`src/rtl/fifo_rd_stream.sv`:
```
// rtl/fifo_rd_stream.sv - read-side output stage: FIFO read strobe, 1-cycle latency absorption, 2-entry valid/ready buffer
module fifo_rd_stream #(
  parameter int DATA_WIDTH = 41,
  parameter int CNT_WIDTH  = 16
) (
  input  logic                  rd_clk,
  input  logic                  rd_rst,
  input  logic                  fifo_empty,
  output logic                  rd_en,
  input  logic [DATA_WIDTH-1:0] rd_data,
  output logic                  m_valid,
  input  logic                  m_ready,
  output logic [DATA_WIDTH-1:0] m_data,
  output logic [1:0]            buf_count,
  output logic [CNT_WIDTH-1:0]  word_cnt
);

  logic [DATA_WIDTH-1:0] r_buf [2];
  logic                  r_head;
  logic [1:0]            r_count;
  logic                  r_inflight;
  logic [CNT_WIDTH-1:0]  r_word_cnt;

  logic                  w_pop;
  logic [2:0]            w_occ_next;
  logic                  w_tail;

  assign w_pop      = m_valid & m_ready;
  assign w_occ_next = {1'b0, r_count} + {2'b00, r_inflight} - {2'b00, w_pop};

  // Only issue a read when the word landing next cycle is guaranteed a free slot.
  assign rd_en = ~rd_rst & ~fifo_empty & (w_occ_next < 3'd2);

  // Tail slot is head+count; identical to post-pop head + count - pop.
  assign w_tail = r_head ^ r_count[0];

  assign m_valid   = (r_count != 2'd0);
  assign m_data    = r_buf[r_head];
  assign buf_count = r_count;
  assign word_cnt  = r_word_cnt;

  always_ff @(posedge rd_clk) begin
    if (rd_rst) begin
      r_buf[0]   <= '0;
      r_buf[1]   <= '0;
      r_head     <= 1'b0;
      r_count    <= 2'd0;
      r_inflight <= 1'b0;
      r_word_cnt <= '0;
    end else begin
      r_inflight <= rd_en;
      if (r_inflight) begin
        r_buf[w_tail] <= rd_data;
      end
      if (w_pop) begin
        r_head     <= ~r_head;
        r_word_cnt <= r_word_cnt + {{(CNT_WIDTH-1){1'b0}}, 1'b1};
      end
      r_count <= w_occ_next[1:0];
    end
  end

endmodule

```
`config.mk`:
```
export PLATFORM = sky130hd
export DESIGN_NAME = fifo_rd_stream
export DESIGN_NICKNAME = d
export VERILOG_FILES = /design/src/rtl/fifo_rd_stream.sv
export SDC_FILE = /design/constraint.sdc
export NUM_CORES = 1
export LEC_CHECK = 0
export ABC_AREA = 0
export CORE_MARGIN = 5
export CORE_UTILIZATION = 63
export CTS_CLUSTER_SIZE = 20
export DETAILED_ROUTE_END_ITERATION = 8
export DONT_BUFFER_PORTS = 1
export GPL_TIMING_DRIVEN = 1
export PLACE_DENSITY = 0.79
export SYNTH_ARGS = -nofsm -noshare
export SYNTH_HDL_FRONTEND = slang
export SYNTH_SLANG_ARGS = --single-unit
```
`constraint.sdc`:
```
create_clock -name rd_clk -period 2.9 [get_ports rd_clk]
set_clock_uncertainty 0.2 [all_clocks]
set_input_delay 0.145 -clock rd_clk [delete_from_list [all_inputs] [get_ports rd_clk]]
set_output_delay 0.145 -clock rd_clk [all_outputs]
set_load 0.01 [all_outputs]
```
==> results of run 1 <==
[state kept, by name, indices dropped and copies added, names as in the netlist, named ones only]
signal and cells:
word_cnt 16, r_inflight 1, r_head 1, buf_count 2
r_buf 82
[cell usage in the layout, fill, tap and decap left out, types with 3 or more instances in the layout]
| master | count |
|---|---|
| inv_1 | 8 |
| buf_4 | 4 |
| dfxtp_1 | 18 |
| o31ai_1 | 3 |
| edfxtp_1 | 82 |
| dfxtp_2 | 3 |
| xnor2_1 | 9 |
| mux2_2 | 41 |
| nand2_1 | 3 |
| clkbuf_8 | 11 |
| nand3_1 | 5 |
| a21oi_1 | 6 |
| nor4_1 | 4 |
| or2_2 | 3 |
| and2_1 | 82 |
| xor2_1 | 3 |
| or4_1 | 3 |
| ha_1 | 3 |
| nor2_1 | 13 |
| dlygate4sd3_1 | 45 |
[per-stage QoR]
step / total power, uW / utilization / setup slack [ns] / hold WS [ns]
after floorplan: 2530 / - / 0.412 / 0.0237
after global placement: 2670 / 0.673 / 0.439 / 0.0198
after detailed placement: 2700 / 0.673 / 0.410 / 0.0231
after CTS: 3780 / 0.774 / 0.0432 / 0.0450
after global routing: 3940 / 0.774 / 0.00993 / 0.0605
final: 3750 / 0.774 / 0.152 / 0.0596
[logic make-up (layout without fill, tap and decap cells)]
logic type	count (synthesis)	in the layout	share of synthesized area
adder cells (fa/ha/maj)	4	4	0.0128
XOR/XNOR	12	12	0.0234
AND/OR/NAND/NOR	127	127	0.172
flip-flops	103	103	0.643
buffers and inverters	25	75	0.0209
multiplexers	42	42	0.105
AO/OA/AOI/OAI	15	15	0.0229
[worst max-delay path, cell delays in order (launching register included)]
cell and delay [ns]:
dfxtp_2 0.39, o21a_2 0.28, ha_1 0.28, inv_1 0.04, ha_1 0.17, fa_1 0.47
nor4_1 0.25, buf_4 0.17
[area by class of cell]
| class | instances | area [sq um] |
|---|---|---|
| Tap cell | 96 | 120 |
| Sequential cell | 103 | 2890 |
| Timing Repair Buffer | 51 | 520 |
| Clock inverter | 2 | 60.1 |
| Multi-Input combinational cell | 200 | 1520 |
| Clock buffer | 14 | 184 |
| Fill cell | 418 | 1550 |
| Inverter | 8 | 30.0 |
[report_power, final]
group / leakage (uW) / switching (uW) / internal, uW / total [uW]
registers: 0.00102 / 106 / 1820 / 1920
clock network: 0.000122 / 451 / 587 / 1040
logic: 0.000818 / 425 / 367 / 793
[synthesized netlist by cell type, drive strengths merged (3+ instances only)]
library cell and number:
a21oi 6, and2 82, buf 4, clkbuf 13, dfxtp 21, edfxtp 82
ha 3, inv 8, mux2 41, nand2 3, nand3 5, nand4 3
nor2 13, nor4 4, o31ai 3, or2 3, or3 3, or4 3
xnor2 9, xor2 3
[layer usage]
metal  global-route usage  vias to the layer above
li1                     -                     1250
met1                0.236                     1242
met2                0.359                       86
met3               0.0637                       14
met4               0.0722                        0
met5                    0                        -
[worst max path at each step]
stage                            start     to  cells after the start
after floorplan           buf_count[1]  rd_en                      7
after global placement    buf_count[1]  rd_en                      7
after detailed placement  buf_count[1]  rd_en                      7
after CTS                 buf_count[0]  rd_en                      7
after global routing      buf_count[1]  rd_en                      7
final                     buf_count[1]  rd_en                      7
[what timing repair did]
| action | 4_1_cts | 5_1_grt |
|---|---|---|
| hold buffers | 45 | 0 |
| resized for setup | 1 | 2 |
| endpoints found under the hold margin | 103 | 0 |
| endpoints found under the setup margin | 1 | 1 |
==> out/summary.txt, run 1 <==
Max Cap Violations -> 0
Worst-path clk slew -> 0.09 ns
flops & latches, synth -> 103
gr usage total -> 0.204
Core Area -> 6870 sq um
Synth cell types -> 35
CTS Buf Count -> 9
Initial Util -> 0.653
met3 wire length -> 672 um
fin area -> 5320 sq um
clock root cell -> clkbuf_8
hold crit path type -> primary input to register
Post-Synthesis Cells -> 328
post-CTS setup buffers -> 0
RSZ-0062 raised after global routing -> no
DIE WIDTH -> 94.4 um
reg-to-reg startpoint -> word_cnt[0]
Syn Area/Cell -> 13.7 sq um
VDD IR max -> 0.440 mV
Synth area leaders -> edfxtp_1, and2_1, mux2_2
Max Root-Sink Buffers -> 2
Max FO, Critical Path -> 7
placed cells -> 413
Pleak -> 0.00196 uW
worst-skew pair later-pin latency -> 0.35 ns
Area after DPL -> 4620 sq um
routed vias/inst -> 5.47
largest net degree at the start of global routing -> 42
post-route ant nets -> 0
Hold Path Origin -> m_ready
I/O Pins -> 106
initial antenna violation count -> 0
routed wire length per instance -> 18.3 um
Finished Layout Cells -> 474
post-synthesis sequential area ratio -> 0.643
Nets -> 422
CP required -> 2.56 ns
synth warn -> 0
critical setup path kind -> register to output port
Yosys top cell area share -> 0.549
syn nets -> 377
final slew viol count -> 0
hold path depth -> 4
Final Hold Viols -> 0
Remaining Overflow, GRT -> 0
Total Wirelength -> 8670 um
final worst-path cycle share -> 0.947
setup violators final -> 0
predominant post-synthesis flop cell -> edfxtp_1
Row Count -> 30
R2R Path End -> word_cnt[10]
CP Capture Type -> output port
DP HPWL -> 5480 um
n_diodes -> 0
DRC -> 0
first drt pass iteration count -> 4
WHS Endpoint -> word_cnt[7]
CTS Sinks -> 103
CTS tree -> yes
H-tree depth -> 3
WL met1 -> 3320 um
port bufs -> 0
Worst slew margin -> 0.497
Max Freq -> 0.364 GHz
type of origin of the critical path -> register
FFs w/ async S/R, synth -> 0
share of post-route cells with drive strength above 1 -> 0.198
area leader, netlist -> edfxtp_1
Final TNS setup -> 0 ns
first-pass GRT wire length -> 13700 um
Post-Synthesis Cell Area -> 4480 sq um
PD cells -> 706 nW/um^2
Worst-Margin Slew -> 0.751 ns
number of synthesized flops with an enable pin -> 82
number of global-route vias before repair -> 2694
DRT iter0 DRCs -> 88
Arrival @ worst endpoint -> 2.40 ns
minimum clock period -> 2.75 ns
chip height -> 94.4 um
vias -> 2592
WL met2 -> 4540 um
r2r setup slk -> 0.50 ns
die footprint -> 8900 sq um
Reg2Reg Depth -> 5
status -> completed
top layer in use -> met4
Area Overhead vs Synth -> 18.6%
routability cong. -> 0.715
(Power assumes the default switching activity.)
==> run 2, diff against run 1 <==
--- a/config.mk
+++ b/config.mk
@@ -7,12 +7,12 @@
 export LEC_CHECK = 0
 export ABC_AREA = 0
 export CORE_MARGIN = 5
-export CORE_UTILIZATION = 63
+export CORE_UTILIZATION = 57
 export CTS_CLUSTER_SIZE = 20
 export DETAILED_ROUTE_END_ITERATION = 8
 export DONT_BUFFER_PORTS = 1
-export GPL_TIMING_DRIVEN = 1
-export PLACE_DENSITY = 0.79
+export GPL_TIMING_DRIVEN = 0
+export PLACE_DENSITY = 0.75
 export SYNTH_ARGS = -nofsm -noshare
 export SYNTH_HDL_FRONTEND = slang
 export SYNTH_SLANG_ARGS = --single-unit
==> constraint.sdc (replaced) <==
create_clock -name rd_clk -period 2.3 [get_ports rd_clk]
set_clock_uncertainty 0.2 [all_clocks]
set_input_delay 0.115 -clock rd_clk [delete_from_list [all_inputs] [get_ports rd_clk]]
set_output_delay 0.115 -clock rd_clk [all_outputs]
set_load 0.01 [all_outputs]
==> run 2 against run 1 <==
Effect of this change: the flow now finishes with violations (setup timing); final area rose by 0.52%; clock power rose by 8%; first-iteration DRC count fell by 2.3%; die area rose by 9.4%; critical endpoint unchanged; critical path depth fell by 1; register-to-register slack got worse by 0.35 ns; worst setup slack got worse by 0.34 ns; via count rose by 3.0%; largest power group unchanged; worst hold slack got worse by 0.019 ns.
==> out/summary.txt, run 2 (synthesis gave the netlist of run 1 again) <==
clock root cell -> clkbuf_8
post-route ant nets -> 0 (unchanged)
worst stage delay on the critical path -> 0.45 ns (-0.02 ns)
type of origin of the critical path -> register
first drt pass iteration count -> 4 (unchanged)
R2R Path End -> r_inflight
post-route setup slack -> -0.192 ns (-0.344 ns)
setup violators final -> 1 (+1)
port bufs -> 0 (unchanged)
VDD IR max -> 0.455 mV (+3.4%)
CP required -> 1.99 ns (-0.57 ns)
chip height -> 98.7 um (+4.6%)
Worst-path clk slew -> 0.10 ns (about the same)
CTS Sinks -> 103 (unchanged)
DRC -> 0 (unchanged)
Arrival @ worst endpoint -> 2.18 ns (-0.22 ns)
initial antenna violation count -> 0 (unchanged)
H-tree depth -> 3 (unchanged)
Final Hold Viols -> 0 (unchanged)
CTS Buf Count -> 9 (unchanged)
hold slack final -> 0.0406 ns (-0.0189 ns)
WHS Endpoint -> word_cnt[7]
hold crit path type -> primary input to register
routed vias/inst -> 5.43 (-0.72%)
routed wire length per instance -> 17.4 um (-4.8%)
DP HPWL -> 5610 um (+2.3%)
Reg area -> 2890 sq um (+0.13%)
fin area -> 5350 sq um (+0.52%)
Total Wirelength -> 8560 um (-1.2%)
DRT iter0 DRCs -> 86 (-2.3%)
Hold Path Origin -> m_ready
I/O Pins -> 106 (unchanged)
Area Overhead vs Synth -> 19.3%
Worst slew margin -> 0.599 (+0.102)
Max Cap Violations -> 0 (unchanged)
Worst-Margin Slew -> 0.601 ns (-0.151 ns)
final worst-path cycle share -> 1.08
Largest register FFs -> 82 (unchanged)
first-pass GRT wire length -> 14100 um (+2.6%)
Area after DPL -> 4630 sq um (+0.16%)
CP Capture Type -> output port
RSZ-0062 raised after global routing -> yes
number of global-route vias before repair -> 2810 (+4.3%)
Worst path most repeated cell -> ha_4
Nets -> 434 (+2.8%)
Initial Util -> 0.583 (-0.0695)
Row Count -> 32 (+6.7%)
Largest Register -> r_buf
Reg2Reg Depth -> 7 (+2)
Finished Core Util -> 0.695 (-0.0788)
Max Freq -> 0.401 GHz
# fillers -> 566 (+35%)
minimum clock period -> 2.49 ns
Final TNS setup -> -0.192 ns (-0.192 ns)
PD cells -> 871 nW/um^2 (+23%)
vias -> 2671 (+3.0%)
Remaining Overflow, GRT -> 0 (unchanged)
Critical-path top delay cell -> fa_2
critical setup path kind -> register to output port
n_diodes -> 0 (unchanged)
cell-by-cell trace of the critical path -> o21a_4, ha_4, inv_2, ha_4, fa_2, nor4_4
Max Root-Sink Buffers -> 2 (unchanged)
die footprint -> 9740 sq um (+9.4%)
routability cong. -> 0.732 (+2.4%)
share of post-route cells with drive strength above 1 -> 0.200 (+0.00159)
failing checks -> setup timing
CTS tree -> yes
r2r setup slk -> 0.15 ns (-0.35 ns)
status -> complete, but fails checks
Core Area -> 7690 sq um (+12%)
Max FO, Critical Path -> 7 (unchanged)
Multi-input gate area -> 1590 sq um (+4.6%)
reg-to-reg startpoint -> buf_count[1]
final slew viol count -> 0 (unchanged)
gr usage total -> 0.187 (-0.0178)
worst-skew pair later-pin latency -> 0.36 ns (about the same)
Setup WS pre-CTS -> -0.457 ns (-0.867 ns)
Pleak -> 0.00192 uW (-2.0%)
largest net degree at the start of global routing -> 42 (unchanged)
DIE WIDTH -> 98.7 um (+4.6%)
hold path depth -> 4 (unchanged)
most frequent cells in the layout -> and2_1, edfxtp_1, dlygate4sd3_1, mux2_2, dfxtp_1
[run 2: cell count changes in the layout (fill, tap and decap cells not counted), sizes merged]
cell         change
bufinv           -1
clkbuf           +8
clkinvlp         +3
dlygate4sd3      -1
inv              +2
or2              +1
[run 2: where the power goes]
part           switching (uW)  leakage, uW  internal (uW)  total [uW]
combinational             609     0.000812            525        1130
sequential                109      0.00102           2290        2400
clock                     612    0.0000895            509        1120
[run 2: through the flow]
| stage | instances | total power (uW) |
|---|---|---|
| 3_5_place_dp | 430 | 3420 |
| 2_1_floorplan | 328 | 3210 |
| 4_1_cts | 492 | 4690 |
| 6_report | 492 | 4660 |
| 3_3_place_gp | 430 | 3400 |
| 5_1_grt | 492 | 4910 |
[run 2: critical path, delay by kind of cell, from the launching register on]
| kind | cells | cell delay [ns] |
|---|---|---|
| AND/OR/NAND/NOR | 1 | 0.29 |
| flip-flops | 1 | 0.40 |
| AO/OA/AOI/OAI | 1 | 0.24 |
| buffers and inverters | 1 | 0.03 |
| adder cells (fa/ha/maj) | 3 | 0.86 |
[run 2: what timing repair did]
item / CTS / global route
pin swaps: 5 / 3
gates cloned: 1 / 0
resized for setup: 13 / 2
setup endpoints to repair: 85 / 11
endpoints found under the hold margin: 93 / 0
hold buffers: 44 / 0
setup buffers: 2 / 0
[run 2: metal layers]
layer / global-route usage / part of all wire / vias to the layer above
li1: - / - / 1280
met4: 0.0609 / 0.0095 / 0
met1: 0.198 / 0.38 / 1291
met3: 0.0715 / 0.067 / 9
met2: 0.339 / 0.54 / 91
met5: 0 / 0 / -
[run 2: how the worst max path moves through the flow]
stage / start / endpoint / slack [ns] / cells past startpoint
after floorplan: buf_count[1] / rd_en / 0.04 / 7
after global placement: buf_count[0] / r_buf[0][1] / -0.44 / 3
after detailed placement: buf_count[0] / r_buf[0][1] / -0.46 / 3
after CTS: buf_count[0] / rd_en / -0.29 / 6
after global routing: buf_count[1] / rd_en / -0.28 / 6
final: buf_count[1] / rd_en / -0.19 / 6
[run 2: layout make-up]
cell class	instances	share of cell area
plain buffers	16	0.0112
clock buffers	10	0.0239
clock inverters	6	0.0126
inverters	8	0.00562
multi-input cells	201	0.297
flip-flops and latches	103	0.541
well taps	102	0.0239
repair buffers	46	0.0852
==> run 3, diff against run 2 <==
--- a/config.mk
+++ b/config.mk
@@ -6,13 +6,14 @@
 export NUM_CORES = 1
 export LEC_CHECK = 0
 export ABC_AREA = 0
+export CORE_ASPECT_RATIO = 0.9
 export CORE_MARGIN = 5
-export CORE_UTILIZATION = 57
+export CORE_UTILIZATION = 55
 export CTS_CLUSTER_SIZE = 20
 export DETAILED_ROUTE_END_ITERATION = 8
 export DONT_BUFFER_PORTS = 1
 export GPL_TIMING_DRIVEN = 0
-export PLACE_DENSITY = 0.75
+export PLACE_DENSITY = 0.73
 export SYNTH_ARGS = -nofsm -noshare
 export SYNTH_HDL_FRONTEND = slang
 export SYNTH_SLANG_ARGS = --single-unit
==> run 3 against run 2 <==
Effect of this change: first-iteration DRC count did not move; critical endpoint unchanged; the run still ends with setup timing left; non-clock buffer count is the same; highest routed layer unchanged; register-to-register slack got worse by 0.02 ns; final area is 0.37% higher; clock power increased by 7%; fmax is 0.12% higher; cell count fell by 0.41%; die area increased by 3.3%; sequential share of layout area shrank 0.20 points; wire length up 5.8%.
==> out/summary.txt, run 3 (synthesis gave the netlist of run 1 again) <==
status -> complete, but fails checks
failing checks -> setup timing
share of post-route cells with drive strength above 1 -> 0.202 (+0.00205)
Total Wirelength -> 9060 um (+5.8%)
post-route ant nets -> 0 (unchanged)
Worst-Margin Slew -> 0.604 ns (+0.00273 ns)
Switching Power -> 1330 uW (about the same)
H-tree depth -> 3 (unchanged)
type of origin of the critical path -> register
total power -> 4760 uW (+2.2%)
hold slack final -> 0.0256 ns (-0.0151 ns)
CP required -> 1.99 ns (about the same)
cell-by-cell trace of the critical path -> o21a_4, ha_4, inv_2, ha_4, fa_2, nor4_4
fin area -> 5370 sq um (+0.37%)
routability cong. -> 0.763 (+4.2%)
die footprint -> 10100 sq um (+3.3%)
largest net degree at the start of global routing -> 22 (-48%)
DIE WIDTH -> 105 um (+6.6%)
hold crit path type -> primary input to register
first-pass GRT wire length -> 14200 um (+1.2%)
minimum clock period -> 2.49 ns (-0.00296 ns)
Area after DPL -> 4620 sq um (about the same)
Max FO, Critical Path -> 7 (unchanged)
worst stage delay on the critical path -> 0.45 ns (about the same)
Largest register FFs -> 82 (unchanged)
Worst path most repeated cell -> ha_4
I/O Pins -> 106 (unchanged)
Area Overhead vs Synth -> 19.7%
Critical-path top delay cell -> fa_2
DRT iter0 DRCs -> 86 (unchanged)
n_diodes -> 0 (unchanged)
Nets -> 435 (+0.23%)
chip height -> 95.7 um (-3.1%)
vias -> 2682 (+0.41%)
Arrival @ worst endpoint -> 2.17 ns (about the same)
Max Root-Sink Buffers -> 2 (unchanged)
Initial Util -> 0.561 (-0.0221)
VDD IR max -> 0.527 mV (+16%)
RSZ-0062 raised after global routing -> yes
DP HPWL -> 5630 um (+0.47%)
post-route setup slack -> -0.189 ns (+0.00296 ns)
routed vias/inst -> 5.47 (+0.82%)
Pint -> 3430 uW (+3.0%)
Final Hold Viols -> 0 (unchanged)
Row Count -> 31 (-3.1%)
Max Cap Violations -> 0 (unchanged)
setup violators final -> 1 (unchanged)
clock power share -> 0.253 (+0.012)
most frequent cells in the layout -> and2_1, edfxtp_1, dlygate4sd3_1, mux2_2, dfxtp_1
crit path from -> buf_count[0]
Largest Register -> r_buf
CTS tree -> yes
CP Capture Type -> output port
clock root cell -> clkbuf_8
DRC -> 0 (unchanged)
Sw Ratio -> 0.280 (-0.00588)
Pleak -> 0.00194 uW (+0.71%)
# fillers -> 585 (+3.4%)
Comb power frac -> 0.242 (-0.002)
Remaining Overflow, GRT -> 0 (unchanged)
port bufs -> 0 (unchanged)
Core Area -> 7990 sq um (+3.9%)
worst-skew pair later-pin latency -> 0.36 ns (about the same)
reg-to-reg startpoint -> word_cnt[2]
part of the power in registers -> 0.505 (-0.011)
Worst-path clk slew -> 0.09 ns (about the same)
critical setup path kind -> register to output port
final slew viol count -> 0 (unchanged)
initial antenna violation count -> 0 (unchanged)
CTS Sinks -> 103 (unchanged)
Hold Path Origin -> m_ready
Final TNS setup -> -0.189 ns (+0.00296 ns)
CTS Buf Count -> 9 (unchanged)
routed wire length per instance -> 18.5 um (+6.2%)
Max Freq -> 0.402 GHz (+0.12%)
number of global-route vias before repair -> 2695 (-4.1%)
delay-heaviest family, CP -> adder cells
PD cells -> 887 nW/um^2 (+1.8%)
final worst-path cycle share -> 1.08 (-0.00129)
first drt pass iteration count -> 4 (unchanged)
gr usage total -> 0.184 (-0.00280)
Bufs and invs on worst path -> 1 (unchanged)
Worst slew margin -> 0.598 (-0.00182)
[run 3: cell types whose count changed in the layout (fill, tap and decap cells not counted), sizes merged]
cell,change
bufinv,+1
clkinv,+1
or2,+1
inv,-2
[run 3: layout make-up]
class | count | area, sq um | share of cell area
repair buffers | 46 | 455 | 0.0849
plain buffers | 16 | 60.1 | 0.0112
clock inverters | 6 | 85.1 | 0.0159
flip-flops and latches | 103 | 2890 | 0.539
well taps | 99 | 124 | 0.0231
clock buffers | 10 | 128 | 0.0238
inverters | 8 | 30.0 | 0.00560
multi-input cells | 202 | 1590 | 0.297
[run 3: timing repair]
item                                    4_1_cts  5_1_grt
cloned                                        2        0
hold buffers                                 44        0
hold endpoints to repair                     92        0
gates resized for setup                      13        2
buffers inserted                              1        1
endpoints found under the setup margin       84       21
pin swaps                                     6        2
[run 3: through the flow]
stage          setup slack (ns)  cells  utilization
3_3_place_gp             -0.564    427        0.579
2_1_floorplan            0.0449    328            -
4_1_cts                  -0.262    489        0.669
5_1_grt                  -0.249    490        0.672
6_report                 -0.189    490        0.672
3_5_place_dp             -0.523    427        0.579
[run 3: worst min-delay path, stage by stage]
cell and delay (ns):
o2111a_1 0.17, nand4_1 0.12, xor2_1 0.07, nor2_1 0.07
[run 3: power by group through the flow]
stage               clock network [uW]  registers (uW)  logic (uW)
floorplan                            0            2410         807
global placement                     0            2420         981
detailed placement                   0            2440         989
CTS                               1220            2410        1130
global route                      1290            2430        1270
finish                            1200            2400        1150
[run 3: metal layers]
metal  track usage  part of all wire  vias to the layer above
met1         0.232              0.41                     1314
met4        0.0671             0.011                        0
li1              -                 -                     1271
met3        0.0548             0.078                        6
met5             0                 0                        -
met2         0.303              0.50                       91
[run 3: worst paths after layout]
check,cells after the start,endpoint,slack (ns)
worst min-delay path,4,word_cnt[5],0.03
worst min register to register,2,word_cnt[15],0.34
worst max-delay path,6,rd_en,-0.19
worst max register to register,4,word_cnt[13],0.13
